### src/rtl/cook_time_entry.sv
`default_nettype none
// ============================================================================
// cook_time_entry : debounced front-panel mm:ss entry, arm/alarm FSM, BCD out
// Revision 1.0 - initial release
// ============================================================================
module cook_time_entry #(
    parameter int DEBOUNCE_CYC  = 500000,
    parameter int REPEAT_DELAY  = 25000000,
    parameter int REPEAT_PERIOD = 5000000,
    parameter int SEC_STEP      = 10
) (
    input  logic        clk,
    input  logic        rst_n,
    input  logic        btn_min,
    input  logic        btn_sec,
    input  logic        btn_start,
    input  logic        btn_clear,
    input  logic        timer_done,
    output logic [12:0] cookTime,
    output logic        timeinputdone,
    output logic        alarm,
    output logic [3:0]  min_t,
    output logic [3:0]  min_o,
    output logic [3:0]  sec_t,
    output logic [3:0]  sec_o,
    output logic [1:0]  state
);

    localparam int CNT_W   = $clog2(DEBOUNCE_CYC + 1);
    localparam int REP_MAX = (REPEAT_DELAY > REPEAT_PERIOD) ? REPEAT_DELAY : REPEAT_PERIOD;
    localparam int REP_W   = $clog2(REP_MAX + 1);

    localparam logic [CNT_W-1:0] c_deb   = CNT_W'(DEBOUNCE_CYC);
    localparam logic [CNT_W-1:0] c_one   = CNT_W'(1);
    localparam logic [REP_W-1:0] c_rdly  = REP_W'(REPEAT_DELAY);
    localparam logic [REP_W-1:0] c_rper  = REP_W'(REPEAT_PERIOD);
    localparam logic [REP_W-1:0] c_rone  = REP_W'(1);
    localparam logic [6:0]       c_step7 = 7'(SEC_STEP);
    localparam logic [5:0]       c_step6 = 6'(SEC_STEP);

    typedef enum logic [1:0] {
        ST_IDLE  = 2'd0,
        ST_EDIT  = 2'd1,
        ST_ARMED = 2'd2,
        ST_DONE  = 2'd3
    } state_t;

    // bit order: 0 min, 1 sec, 2 start, 3 clear
    logic [3:0] w_raw;
    logic [3:0] w_evt;
    logic [3:0] r_evt;

    assign w_raw = {btn_clear, btn_start, btn_sec, btn_min};

    for (genvar i = 0; i < 4; i++) begin : g_btn
        logic             r_s1;
        logic             r_s2;
        logic             r_lvl;
        logic             r_armed;
        logic [CNT_W-1:0] r_cnt;
        logic [CNT_W-1:0] w_cnt_nxt;
        logic             w_reach;
        logic             w_accept;

        // w_reach marks the one cycle a run of equal samples hits DEBOUNCE_CYC
        always_comb begin
            w_cnt_nxt = c_one;
            if (r_s2 == r_lvl) begin
                w_cnt_nxt = (r_cnt == c_deb) ? r_cnt : r_cnt + c_one;
            end
            w_reach  = (w_cnt_nxt == c_deb) && ((r_s2 != r_lvl) || (r_cnt != c_deb));
            w_accept = w_reach && r_s2 && r_armed;
        end

        always_ff @(posedge clk) begin
            if (!rst_n) begin
                r_s1    <= 1'b0;
                r_s2    <= 1'b0;
                r_lvl   <= 1'b0;
                r_cnt   <= '0;
                r_armed <= 1'b1;
            end else begin
                r_s1  <= w_raw[i];
                r_s2  <= r_s1;
                r_lvl <= r_s2;
                r_cnt <= w_cnt_nxt;
                if (w_accept) begin
                    r_armed <= 1'b0;
                end else if (w_reach && !r_s2) begin
                    r_armed <= 1'b1;
                end
            end
        end

        if (i < 2) begin : g_rep
            logic             r_rep_on;
            logic             r_rep_first;
            logic [REP_W-1:0] r_rcnt;
            logic [REP_W-1:0] w_rcnt_inc;
            logic             w_rep_fire;

            always_comb begin
                w_rcnt_inc = r_rcnt + c_rone;
                w_rep_fire = r_rep_on && r_s2 &&
                             (w_rcnt_inc == (r_rep_first ? c_rdly : c_rper));
            end

            always_ff @(posedge clk) begin
                if (!rst_n) begin
                    r_rep_on    <= 1'b0;
                    r_rep_first <= 1'b0;
                    r_rcnt      <= '0;
                end else if (w_accept) begin
                    r_rep_on    <= 1'b1;
                    r_rep_first <= 1'b1;
                    r_rcnt      <= '0;
                end else if (!r_s2) begin
                    r_rep_on <= 1'b0;
                end else if (r_rep_on) begin
                    if (w_rep_fire) begin
                        r_rcnt      <= '0;
                        r_rep_first <= 1'b0;
                    end else begin
                        r_rcnt <= w_rcnt_inc;
                    end
                end
            end

            assign w_evt[i] = w_accept || w_rep_fire;
        end else begin : g_norep
            assign w_evt[i] = w_accept;
        end
    end

    state_t      r_state;
    state_t      w_state_nxt;
    logic [5:0]  r_min;
    logic [5:0]  r_sec;
    logic [5:0]  w_min_nxt;
    logic [5:0]  w_sec_nxt;
    logic [5:0]  w_upd_min;
    logic [5:0]  w_upd_sec;
    logic [6:0]  w_sec_sum;
    logic [12:0] r_cook;
    logic        r_td_q;
    logic        w_td_edge;
    logic        w_has_time;

    assign w_td_edge  = timer_done && !r_td_q;
    assign w_has_time = (r_min != 6'd0) || (r_sec != 6'd0);

    // Seconds step first (carry into minutes, 59:59 ceiling), then minute step
    always_comb begin
        w_upd_min = r_min;
        w_upd_sec = r_sec;
        w_sec_sum = {1'b0, r_sec} + c_step7;
        if (r_evt[1]) begin
            if (w_sec_sum >= 7'd60) begin
                if (r_min == 6'd59) begin
                    w_upd_min = 6'd59;
                    w_upd_sec = 6'd59;
                end else begin
                    w_upd_min = r_min + 6'd1;
                    w_upd_sec = r_sec + c_step6 - 6'd60;
                end
            end else begin
                w_upd_sec = r_sec + c_step6;
            end
        end
        if (r_evt[0] && (w_upd_min != 6'd59)) begin
            w_upd_min = w_upd_min + 6'd1;
        end
    end

    always_comb begin
        w_state_nxt = r_state;
        w_min_nxt   = r_min;
        w_sec_nxt   = r_sec;
        case (r_state)
            ST_IDLE: begin
                if (!r_evt[3] && !r_evt[2] && (r_evt[0] || r_evt[1])) begin
                    w_state_nxt = ST_EDIT;
                    w_min_nxt   = w_upd_min;
                    w_sec_nxt   = w_upd_sec;
                end
            end
            ST_EDIT: begin
                if (r_evt[3]) begin
                    w_state_nxt = ST_IDLE;
                    w_min_nxt   = 6'd0;
                    w_sec_nxt   = 6'd0;
                end else if (r_evt[2]) begin
                    if (w_has_time) begin
                        w_state_nxt = ST_ARMED;
                    end
                end else if (r_evt[0] || r_evt[1]) begin
                    w_min_nxt = w_upd_min;
                    w_sec_nxt = w_upd_sec;
                end
            end
            ST_ARMED: begin
                if (r_evt[3]) begin
                    w_state_nxt = ST_IDLE;
                    w_min_nxt   = 6'd0;
                    w_sec_nxt   = 6'd0;
                end else if (w_td_edge) begin
                    w_state_nxt = ST_DONE;
                end
            end
            ST_DONE: begin
                if (r_evt[3]) begin
                    w_state_nxt = ST_IDLE;
                    w_min_nxt   = 6'd0;
                    w_sec_nxt   = 6'd0;
                end else if (r_evt[2]) begin
                    w_state_nxt = ST_ARMED;
                end else if (r_evt[0] || r_evt[1]) begin
                    w_state_nxt = ST_EDIT;
                    w_min_nxt   = w_upd_min;
                    w_sec_nxt   = w_upd_sec;
                end
            end
            default: w_state_nxt = ST_IDLE;
        endcase
    end

    always_ff @(posedge clk) begin
        if (!rst_n) begin
            r_state <= ST_IDLE;
            r_min   <= 6'd0;
            r_sec   <= 6'd0;
            r_cook  <= 13'd0;
            r_td_q  <= 1'b0;
            r_evt   <= 4'd0;
        end else begin
            r_state <= w_state_nxt;
            r_min   <= w_min_nxt;
            r_sec   <= w_sec_nxt;
            r_cook  <= 13'(r_min) * 13'd60 + 13'(r_sec);
            r_td_q  <= timer_done;
            r_evt   <= w_evt;
        end
    end

    assign cookTime      = r_cook;
    assign state         = r_state;
    assign timeinputdone = (r_state == ST_ARMED);
    assign alarm         = (r_state == ST_DONE);
    assign min_t         = 4'(r_min / 6'd10);
    assign min_o         = 4'(r_min % 6'd10);
    assign sec_t         = 4'(r_sec / 6'd10);
    assign sec_o         = 4'(r_sec % 6'd10);

endmodule
`default_nettype wire

### config.mk
export PLATFORM = sky130hd
export DESIGN_NAME = cook_time_entry
export DESIGN_NICKNAME = d
export VERILOG_FILES = /design/src/rtl/cook_time_entry.sv
export SDC_FILE = /design/constraint.sdc
export NUM_CORES = 1
export LEC_CHECK = 0
export BUFFER_PORTS_ARGS = -buffer_cell sky130_fd_sc_hd__buf_4
export CORE_MARGIN = 4
export CORE_UTILIZATION = 25
export DETAILED_ROUTE_END_ITERATION = 12
export GPL_TIMING_DRIVEN = 0
export PLACE_DENSITY = 0.39
export SYNTH_ARGS = -nofsm -noshare
export SYNTH_HDL_FRONTEND = slang
export SYNTH_SLANG_ARGS = --single-unit
### constraint.sdc
create_clock -name clk -period 4 [get_ports clk]
set_clock_uncertainty 0.15 [all_clocks]
set_input_delay 0.4 -clock clk [delete_from_list [all_inputs] [get_ports clk]]
set_output_delay 0.4 -clock clk [all_outputs]
set_load 0.05 [all_outputs]
==> metrics, run 1 <==
cell occurring most often along the worst timing path=sky130_fd_sc_hd__ha_1; final clock period utilization by the worst path=a little over nine tenths; height of the die=between 200 and 250 um; post-detail-place hpwl=23370 um; average footprint of a synthesized cell=7.937 um2; count of final max-slew check failures=0; detail-routed via count per cell=roughly 4.8; worst endpoint data arrival time=roughly 4 ns; warnings from Yosys=0; Yosys cell types=85; sum of routed wire length over all layers=between 30000 and 40000 um; die width=222.4 um; type of the worst setup path=reg2reg; Post-route DRC=0; largest driver fanout on the critical path=9; status=complete, no violations; Slowest cell on crit path=sky130_fd_sc_hd__o32a_1; DR pass1 iterations=5; routability-driven placement congestion ratio=0.7717; area of the placeable core=about 0.045 mm2; placed standard-cell area=between 0.01 and 0.015 mm2; most frequent cells in the layout=sky130_fd_sc_hd__dfxtp_1, sky130_fd_sc_hd__nor2_1, sky130_fd_sc_hd__nand2_1; global route overflow=0; leakage=just under 5 nW; clock-pin slew on the worst setup and hold paths=approximately 0.070 ns; CTS tree=done; Gate Count Post-Synth=around 1400; input/output buffers=37; startpoint of the most critical hold path=rst_n; remaining antenna violation count=0; Final Setup Violations=0; Cell Chain, Critical Path=buf_4 -> inv_1 -> ha_1 -> ha_1 -> nand2_1 -> a2bb2oi_1 -> o31a_1 -> buf_2 -> or2_2 -> o32a_1 -> ha_1 -> o311ai_0 -> nor3_1 -> a2bb2oi_1 -> a21oi_1; first-pass GRT wire length=approximately 52000 um; switching share of power=between 20% and 30%; upper clock frequency limit=between 200 and 300 MHz; overall track demand over capacity in global routing=around 13%; number of clock sinks seen by CTS=178; Hold Vio Cnt, Final=0; Power per Cell Area=284.7 mW/mm2; number of global-route vias before repair=9571; Gate power share=3.8%; Sequential Power Share=a little under half; sequential area share after synthesis=between 30% and 40%; number of standard-cell rows in the floorplan=78; internal power component=2.972 mW; maximum cell stage delay along the critical path=0.39 ns; cell family contributing the most delay on the critical path=compound AO/OA/AOI/OAI gates; average routed wire per standard cell=14.97 um; relative contribution of the clock network to total power=just under 50%; First DRT Iteration DRCs=between 600 and 700; area enclosed by the die boundary=roughly 0.05 mm2; Async S/R FF share, synth=0%; Clock Latency Late Sink=~0.47 ns; max_slew headroom=approximately 29%; worst hold-check path type=in2reg; share of the core filled with cells in the final layout=between 20% and 30%; Maximum Capacitance Violations=0; finished layout cell area=between 0.01 and 0.015 mm2; Crit Reg-Reg Startpoint=r_sec[2]$_SDFFE_PN0P_; crit path launch=r_sec[2]$_SDFFE_PN0P_; VDD IR max=~0.22 mV; number of nets in the layout=roughly 1600; Max Buffers Root-to-Sink=2; Slew @ Worst Pin=between 1 and 1.5 ns; via count=just over 10000; Primary FF master, synth=sky130_fd_sc_hd__dfxtp_1; leading cell type in the layout, fill and taps excluded=sky130_fd_sc_hd__dfxtp_1; largest net degree at the start of global routing=17; type of destination of the critical path=register; clock tree root buffer cell=sky130_fd_sc_hd__clkbuf_16; total of flip-flops plus latches after synthesis=178; number of antenna violations at the first check in global routing=1; H-tree depth=4; num ports=40; EDFF count, synth=0; startpoint type of the worst setup path=register; number of buffers created by CTS=17; starting density of the core=about a quarter; required time worst endpoint=roughly 4.2 ns; post-route minimum period=between 3 and 4 ns; switching power summed over all nets=0.8719 mW; Netlist Area Pre-Place=0.01149 mm2; Area Growth Syn to Fin=17.49%; share of post-route cells with drive strength above 1=11.40%; Crit path buffers/inverters=3
## worst paths after layout
check	cells past startpoint	slack, ns	to
max reg2reg	15	0.15	r_min[0]$_SDFFE_PN0P_
max	15	0.15	r_min[0]$_SDFFE_PN0P_
min reg2reg	1	0.28	g_btn[3].r_s2$_SDFF_PN0_
min	2	0.08	g_btn[3].r_lvl$_SDFF_PN0_
## per-layer routing
layer	vias to the layer above	track usage, %	share of wire [%]
met5	-	0	0
met4	0	3.897	1.6
met3	29	2.893	2.8
met2	124	19.84	44
met1	4798	18.21	52
li1	5288	-	-
## Yosys cell counts (all sizes together) (22+ instances only)
cell	count	area [um2]
or3	22	137.6
and3	23	143.9
nor2	162	608.1
inv	66	247.7
o21ai	54	274.0
xor2	62	543.0
nand4	48	300.3
dfxtp	178	3563
nand3	75	385.4
nor3	50	250.2
ha	51	638.1
a21oi	80	400.4
and2	36	225.2
clkbuf	45	168.9
nor4	25	168.9
buf	32	192.7
nand2	115	434.2
xnor2	77	681.9
## through the flow
| step | power (mW) | hold WS (ns) | setup TNS, ns | cells | worst slack (ns) |
|---|---|---|---|---|---|
| 2_1_floorplan | 1.936 | 0.2619 | 0 | 1449 | 0.02853 |
| 3_3_place_gp | 1.994 | 0.2663 | -1.688 | 2086 | -0.3284 |
| 3_5_place_dp | 1.993 | 0.2683 | -1.728 | 2086 | -0.2840 |
| 4_1_cts | 3.936 | 0.03175 | 0 | 2124 | 0.0007976 |
| 5_1_grt | 4.009 | 0.05848 | -0.006790 | 2135 | -0.005153 |
| 6_report | 3.844 | 0.07872 | 0 | 2136 | 0.1497 |
## cells by family (layout without fill, tap and decap cells)
family	Yosys count	after routing	synth area share, %
flops	178	178	31.01
mux	10	10	0.8819
compound gates	265	265	15.31
xor+xnor	139	139	10.66
buf+inv	144	230	5.335
fa+ha+maj	62	62	7.382
other cells	1	3	0.03263
simple gates	649	649	29.40
## registers in the layout, summed over array words and instances (netlist names)
register and cells:
r_evt 4, g_btn.r_s1 4, r_td_q 1, r_sec 6, g_btn.g_rep.r_rep_first 2, g_btn.r_s2 4
g_btn.g_rep.r_rcnt 50, g_btn.g_rep.r_rep_on 2, cookTime 13, state 2, r_min 6, g_btn.r_lvl 4
g_btn.r_armed 4, g_btn.r_cnt 76
## timing repair
action,4_1_cts,5_1_grt
resized for setup,14,25
endpoints found under the hold margin,5,0
endpoints found under the setup margin,17,14
setup buffers,3,12
hold buffers,5,0
pin swaps,0,2
## final cells by class
type | instances | area, um2
fillers | 4904 | 31880
multi-input cells | 1127 | 7456
flip-flops and latches | 178 | 3572
well taps | 600 | 750.7
clock buffers | 21 | 460.4
repair buffers | 57 | 444.2
plain buffers | 76 | 370.4
inverters | 67 | 266.5
clock inverters | 9 | 178.9
diodes | 1 | 2.502
## power by group through the flow
stage	sequential [mW]	clock, mW	combinational, mW
global route	1.81	2.04	0.164
global placement	1.85	0	0.148
detailed placement	1.85	0	0.146
finish	1.81	1.89	0.147
CTS	1.81	1.98	0.151
floorplan	1.84	0	0.0950
Note: power is estimated with default switching activity, not from simulation.
==> run 2, diff against run 1 <==
Clock period 4 ns to 3.7 ns, I/O delays scaled along.
==> run 2 against run 1 <==
Against the previous run:
- sequential share of layout area down 0.52 points
- worst hold slack gained 0.0021 ns
- flip-flop and latch count stayed put
- largest cell class unchanged
==> metrics, run 2 (synthesized netlist as in run 1, its figures left out) <==
VDD IR max=roughly 0.27 mV; worst hold-check path type=in2reg; remaining antenna violation count=0; number of clock sinks seen by CTS=around 180; height of the die=between 200 and 250 um; starting density of the core=between 20% and 30%; Sequential Power Share=49.3%; max_slew headroom=between 40% and 50%; Slew @ Worst Pin=slightly below 0.9 ns; largest driver fanout on the critical path=9; Final Setup Violations=0; clock tree root buffer cell=sky130_fd_sc_hd__clkbuf_16; die width=about 220 um; share of post-route cells with drive strength above 1=between 10% and 20%; number of buffers created by CTS=17; largest net degree at the start of global routing=17; startpoint type of the worst setup path=register; post-detail-place hpwl=around 23000 um; clock-pin slew on the worst setup and hold paths=0.07 ns; H-tree depth=4; type of the worst setup path=reg2out; routability-driven placement congestion ratio=just over 0.8; Worst Hold Depth=2; worst endpoint data arrival time=3.04 ns; Post-route DRC=0; most frequent cells in the layout=sky130_fd_sc_hd__dfxtp_1, sky130_fd_sc_hd__nor2_1, sky130_fd_sc_hd__nand2_1; DR pass1 iterations=6; count of final max-slew check failures=0; number of antenna violations at the first check in global routing=0; relative contribution of the clock network to total power=between 40% and 50%; multi-input logic area=0.007679 mm2; input/output buffers=37; num ports=40; switching power summed over all nets=between 0.9 and 1 mW; TNS Setup=0 ns; average routed wire per standard cell=14.83 um; area enclosed by the die boundary=0.04946 mm2; Post-Layout Cell Count=~2200; final clock period utilization by the worst path=96.10%; Top reg by flops=g_btn.r_cnt; Power per Cell Area=285.5 mW/mm2; sum of routed wire length over all layers=between 30000 and 40000 um; length in cells of the worst reg-to-reg path=12; Hold Vio Cnt, Final=0; number of standard-cell rows in the floorplan=78; Area Growth Syn to Fin=20.33%; n_diodes=0; Fillers=between 4000 and 5000; number of flip-flops in the largest register=76; status=complete, no violations; leading cell type in the layout, fill and taps excluded=sky130_fd_sc_hd__dfxtp_1; via count=around 10000; number of global-route vias before repair=9889; leakage=approximately 5 nW; first-pass GRT wire length=about 52000 um; post-route minimum period=between 3 and 4 ns; Clock Latency Late Sink=between 0.4 and 0.5 ns; upper clock frequency limit=approximately 280 MHz; detail-routed via count per cell=4.847; Gate power share=4.0%; switching share of power=23.65%; Maximum Capacitance Violations=0; type of destination of the critical path=output pin; CTS tree=done; required time worst endpoint=between 3 and 4 ns; placed cell count=between 2000 and 2500; global route overflow=0; First DRT Iteration DRCs=roughly 570; area of the placeable core=0.04538 mm2; internal power component=around 3.0 mW; Max Buffers Root-to-Sink=2; share of the core filled with cells in the final layout=30.47%; overall track demand over capacity in global routing=roughly an eighth; number of nets in the layout=around 1600; Sequential Area=approximately 0.0036 mm2
-- run 2: cell types whose count changed in the layout (fill, tap and decap cells not counted), sizes merged --
cell      before  now
clkbuf        63   64
clkinv         2    8
bufinv         5    2
clkinvlp       6    5
buf           86   98
diode          1    0
-- run 2: final cells by class --
class	count	area share, %
Clock buffer	20	3.303
Sequential cell	178	25.94
Timing Repair Buffer	71	4.081
Multi-Input combinational cell	1127	55.53
Buffer	76	2.850
Tap cell	600	5.429
Clock inverter	11	0.9410
Inverter	67	1.927
-- run 2: worst paths after layout --
path	slack (ns)	end	start
worst max register to register	0.15	cookTime[11]$_SDFF_PN0_	r_min[1]$_SDFFE_PN0P_
worst min-delay path	0.08	g_btn[3].r_lvl$_SDFF_PN0_	rst_n
worst min register to register	0.29	g_btn[3].r_s2$_SDFF_PN0_	g_btn[3].r_s1$_SDFF_PN0_
worst max-delay path	0.14	sec_o[1]	r_sec[2]$_SDFFE_PN0P_
-- run 2: metrics by stage --
step | area (um2) | power (mW) | hold WS, ns | worst slack, ns
after floorplan | 11560 | 2.093 | 0.2619 | -0.07301
after global placement | 12590 | 2.154 | 0.2711 | -0.6367
after detailed placement | 12590 | 2.152 | 0.2731 | -0.5633
after CTS | 13480 | 4.050 | 0.05944 | 0.0001108
after global routing | 13830 | 4.137 | 0.07145 | -0.0007900
final | 13830 | 3.948 | 0.08086 | 0.1443
-- run 2: repair_timing --
item	4_1_cts	5_1_grt
buffers inserted	13	16
cloned	0	0
resized for setup	43	53
endpoints found under the hold margin	5	0
setup endpoints to repair	33	61
hold buffers	5	0
pin swaps	6	16
-- run 2: layer usage --
metal	vias to the layer above	track usage [%]	wire length (um)
met4	0	4.255	696
met5	-	0	0
li1	5322	-	-
met1	4931	17.55	15750
met2	133	20.63	14730
met3	35	1.995	710
-- run 2: critical path, stage by stage (launching register included) --
cell and delay [ns]:
sky130_fd_sc_hd__dfxtp_4 0.38, sky130_fd_sc_hd__clkbuf_16 0.16, sky130_fd_sc_hd__inv_1 0.07, sky130_fd_sc_hd__ha_4 0.15
sky130_fd_sc_hd__nor2b_2 0.15, sky130_fd_sc_hd__o211ai_1 0.43, sky130_fd_sc_hd__o21ai_0 0.18, sky130_fd_sc_hd__a31oi_1 0.44
sky130_fd_sc_hd__o21ai_4 0.15, sky130_fd_sc_hd__buf_6 0.16, sky130_fd_sc_hd__xnor2_2 0.13, sky130_fd_sc_hd__buf_6 0.18
-- run 2: power groups by stage --
stage	logic (mW)	clock network [mW]	registers (mW)
2_1_floorplan	0.103	0	1.99
3_3_place_gp	0.159	0	2.00
3_5_place_dp	0.157	0	2.00
4_1_cts	0.163	1.94	1.95
5_1_grt	0.179	2.01	1.95
6_report	0.158	1.84	1.95
==> run 3, diff against run 2 <==
Settings changed: MAX_ROUTING_LAYER set to met4.
==> run 3 against run 2 <==
Against the previous run:
- cell area is the same
- critical path depth rose by 1
- setup slack got worse by 0.0094 ns
- sequential power is essentially flat
- routed wire length about the same
- combinational power is essentially flat
- total power hardly changed
- worst hold slack got worse by 0.0015 ns
- die area is the same
- sequential share of layout area unchanged
- count of clock-buffer cells in the layout stayed put
- clock power is essentially flat
==> metrics, run 3 (synthesized netlist as in run 1, its figures left out) <==
number of global-route vias before repair=9888; Area Growth Syn to Fin=20.33%; leakage=about 4.9 nW; startpoint type of the worst setup path=register; First DRT Iteration DRCs=544; status=complete, no violations; count of final max-slew check failures=0; number of standard-cell rows in the floorplan=slightly below 80; Cell Chain, Critical Path=clkbuf_16 -> inv_1 -> ha_4 -> nor2b_2 -> or3_1 -> and4_4 -> o21ai_4 -> xnor2_2 -> and2_4 -> o21ai_4 -> mux2i_4 -> buf_6; largest net degree at the start of global routing=17; Slew @ Worst Pin=approximately 0.87 ns; max_slew headroom=between 40% and 50%; average routed wire per standard cell=about 15 um; height of the die=roughly 220 um; area enclosed by the die boundary=between 0.04 and 0.05 mm2; length in cells of the worst reg-to-reg path=12; multi-input logic area=0.007679 mm2; Slowest cell on crit path=sky130_fd_sc_hd__dfxtp_4; Total Power=approximately 3.9 mW; Final Setup Violations=0; number of antenna violations at the first check in global routing=0; Gate power share=under 10%; internal power component=around 3 mW; type of the worst setup path=reg2out; overall track demand over capacity in global routing=a little over an eighth; post-route minimum period=3.565 ns; register-to-register setup slack=0.15 ns; final clock period utilization by the worst path=between 90% and 100%; endpoint of the most critical register-to-register path=cookTime[11]$_SDFF_PN0_; share of post-route cells with drive strength above 1=between 10% and 20%; Max Buffers Root-to-Sink=2; switching power summed over all nets=around 0.93 mW; Sequential Area=0.003587 mm2; CTS tree=done; largest driver fanout on the critical path=9; Clock Latency Late Sink=around 0.45 ns; leading cell type in the layout, fill and taps excluded=sky130_fd_sc_hd__dfxtp_1; Worst Hold Depth=2; hold-critical path endpoint=g_btn[3].r_lvl$_SDFF_PN0_; Maximum Capacitance Violations=0; Fillers=between 4000 and 5000; routability-driven placement congestion ratio=0.8247; first-pass GRT wire length=around 52000 um; post-detail-place hpwl=~23000 um; Hold Vio Cnt, Final=0; Sequential Power Share=about half; n_diodes=0; VDD IR max=approximately 0.27 mV; global-route layer with the greatest usage=met2; minimum hold slack=between 0.07 and 0.08 ns; maximum cell stage delay along the critical path=0.38 ns; number of flip-flops in the largest register=76; switching share of power=roughly a quarter; GR Util met2=around a fifth; GRT met1 Usage=around 18%; upper clock frequency limit=approximately 280 MHz; number of clock sinks seen by CTS=~180; Top reg by flops=g_btn.r_cnt; area of the placeable core=between 0.04 and 0.05 mm2; startpoint of the most critical hold path=rst_n; global route overflow=0; worst hold-check path type=in2reg; cell occurring most often along the worst timing path=sky130_fd_sc_hd__o21ai_4; worst endpoint data arrival time=3.05 ns; number of buffers created by CTS=17; required time worst endpoint=about 3.2 ns; via count=approximately 10000; detail-routed via count per cell=4.840; die width=roughly 220 um; met3 layer usage reported by global route=under 10%; placed standard-cell area=about 0.013 mm2; remaining antenna violation count=0; Power per Cell Area=285.5 mW/mm2; num ports=40; Post-route DRC=0; clock-pin slew on the worst setup and hold paths=around 0.08 ns; finished layout cell area=~0.014 mm2; sum of routed wire length over all layers=31870 um; most frequent cells in the layout=sky130_fd_sc_hd__dfxtp_1, sky130_fd_sc_hd__nor2_1, sky130_fd_sc_hd__nand2_1; share of the core filled with cells in the final layout=30.47%; starting density of the core=roughly a quarter; number of nets in the layout=around 1600; type of destination of the critical path=output pin; Crit Reg-Reg Startpoint=r_min[1]$_SDFFE_PN0P_; DR pass1 iterations=5; relative contribution of the clock network to total power=between 40% and 50%; clock tree root buffer cell=sky130_fd_sc_hd__clkbuf_16; H-tree depth=4; input/output buffers=37
run 3: cell counts in the layout (fill, tap and decap cells not counted):
No cell type changed its count.
run 3: through the flow:
| stage | instances | setup slack, ns | TNS (ns) |
|---|---|---|---|
| 2_1_floorplan | 1449 | -0.07301 | -0.07301 |
| 3_5_place_dp | 2086 | -0.5633 | -7.851 |
| 4_1_cts | 2135 | 0.0001108 | 0 |
| 3_3_place_gp | 2086 | -0.6367 | -8.566 |
| 6_report | 2150 | 0.1349 | 0 |
| 5_1_grt | 2150 | -0.001585 | -0.001585 |
run 3: how the worst max path moves through the flow:
stage	from	slack [ns]	depth (start not counted)	to
6_report	r_sec[2]$_SDFFE_PN0P_	0.13	12	sec_o[2]
5_1_grt	g_btn[0].g_rep.r_rcnt[0]$_SDFFE_PP0P_	-0.002	12	g_btn[0].g_rep.r_rcnt[11]$_SDFFE_PP0P_
4_1_cts	r_sec[2]$_SDFFE_PN0P_	0.0001	12	sec_o[2]
3_5_place_dp	r_sec[2]$_SDFFE_PN0P_	-0.56	15	r_min[2]$_SDFFE_PN0P_
3_3_place_gp	r_sec[2]$_SDFFE_PN0P_	-0.64	15	r_min[2]$_SDFFE_PN0P_
2_1_floorplan	r_sec[2]$_SDFFE_PN0P_	-0.07	11	sec_o[2]
run 3: timing repair:
item / in CTS / in global routing
pin swaps: 6 / 16
buffers inserted: 13 / 16
setup endpoints to repair: 33 / 61
hold endpoints to repair: 5 / 0
hold buffers: 5 / 0
gates resized for setup: 43 / 53
run 3: cell type report:
class | instances | share of cell area (%)
timing repair buffer | 71 | 4.081
tap | 600 | 5.429
multi-input combinational | 1127 | 55.53
buffer | 76 | 2.850
clock buffer | 20 | 3.303
clock inverter | 11 | 0.9410
sequential | 178 | 25.94
inverter | 67 | 1.927
run 3: worst max-delay path: cells and delay by family (launching register included):
| kind | cells | cell delay [ns] |
|---|---|---|
| compound gates | 2 | 0.34 |
| xor+xnor | 1 | 0.13 |
| fa+ha+maj | 1 | 0.15 |
| buf+inv | 3 | 0.41 |
| flops | 1 | 0.38 |
| mux | 1 | 0.31 |
| simple gates | 4 | 0.85 |
run 3: routing by layer:
metal  share of wire, %  wire, um  vias to the layer above
li1                   -         -                     5319
met1                 50     15780                     4936
met2                 46     14780                      117
met3                2.0       631                       35
met4                2.1       678                        0
met5                  0         0                        -
run 3: power by group through the flow:
stage	Clock, mW	Sequential, mW	Combinational, mW
final	1.84	1.95	0.157
after global routing	2.01	1.95	0.179
after CTS	1.94	1.95	0.163
after detailed placement	0	2.00	0.157
after global placement	0	2.00	0.159
after floorplan	0	1.99	0.103
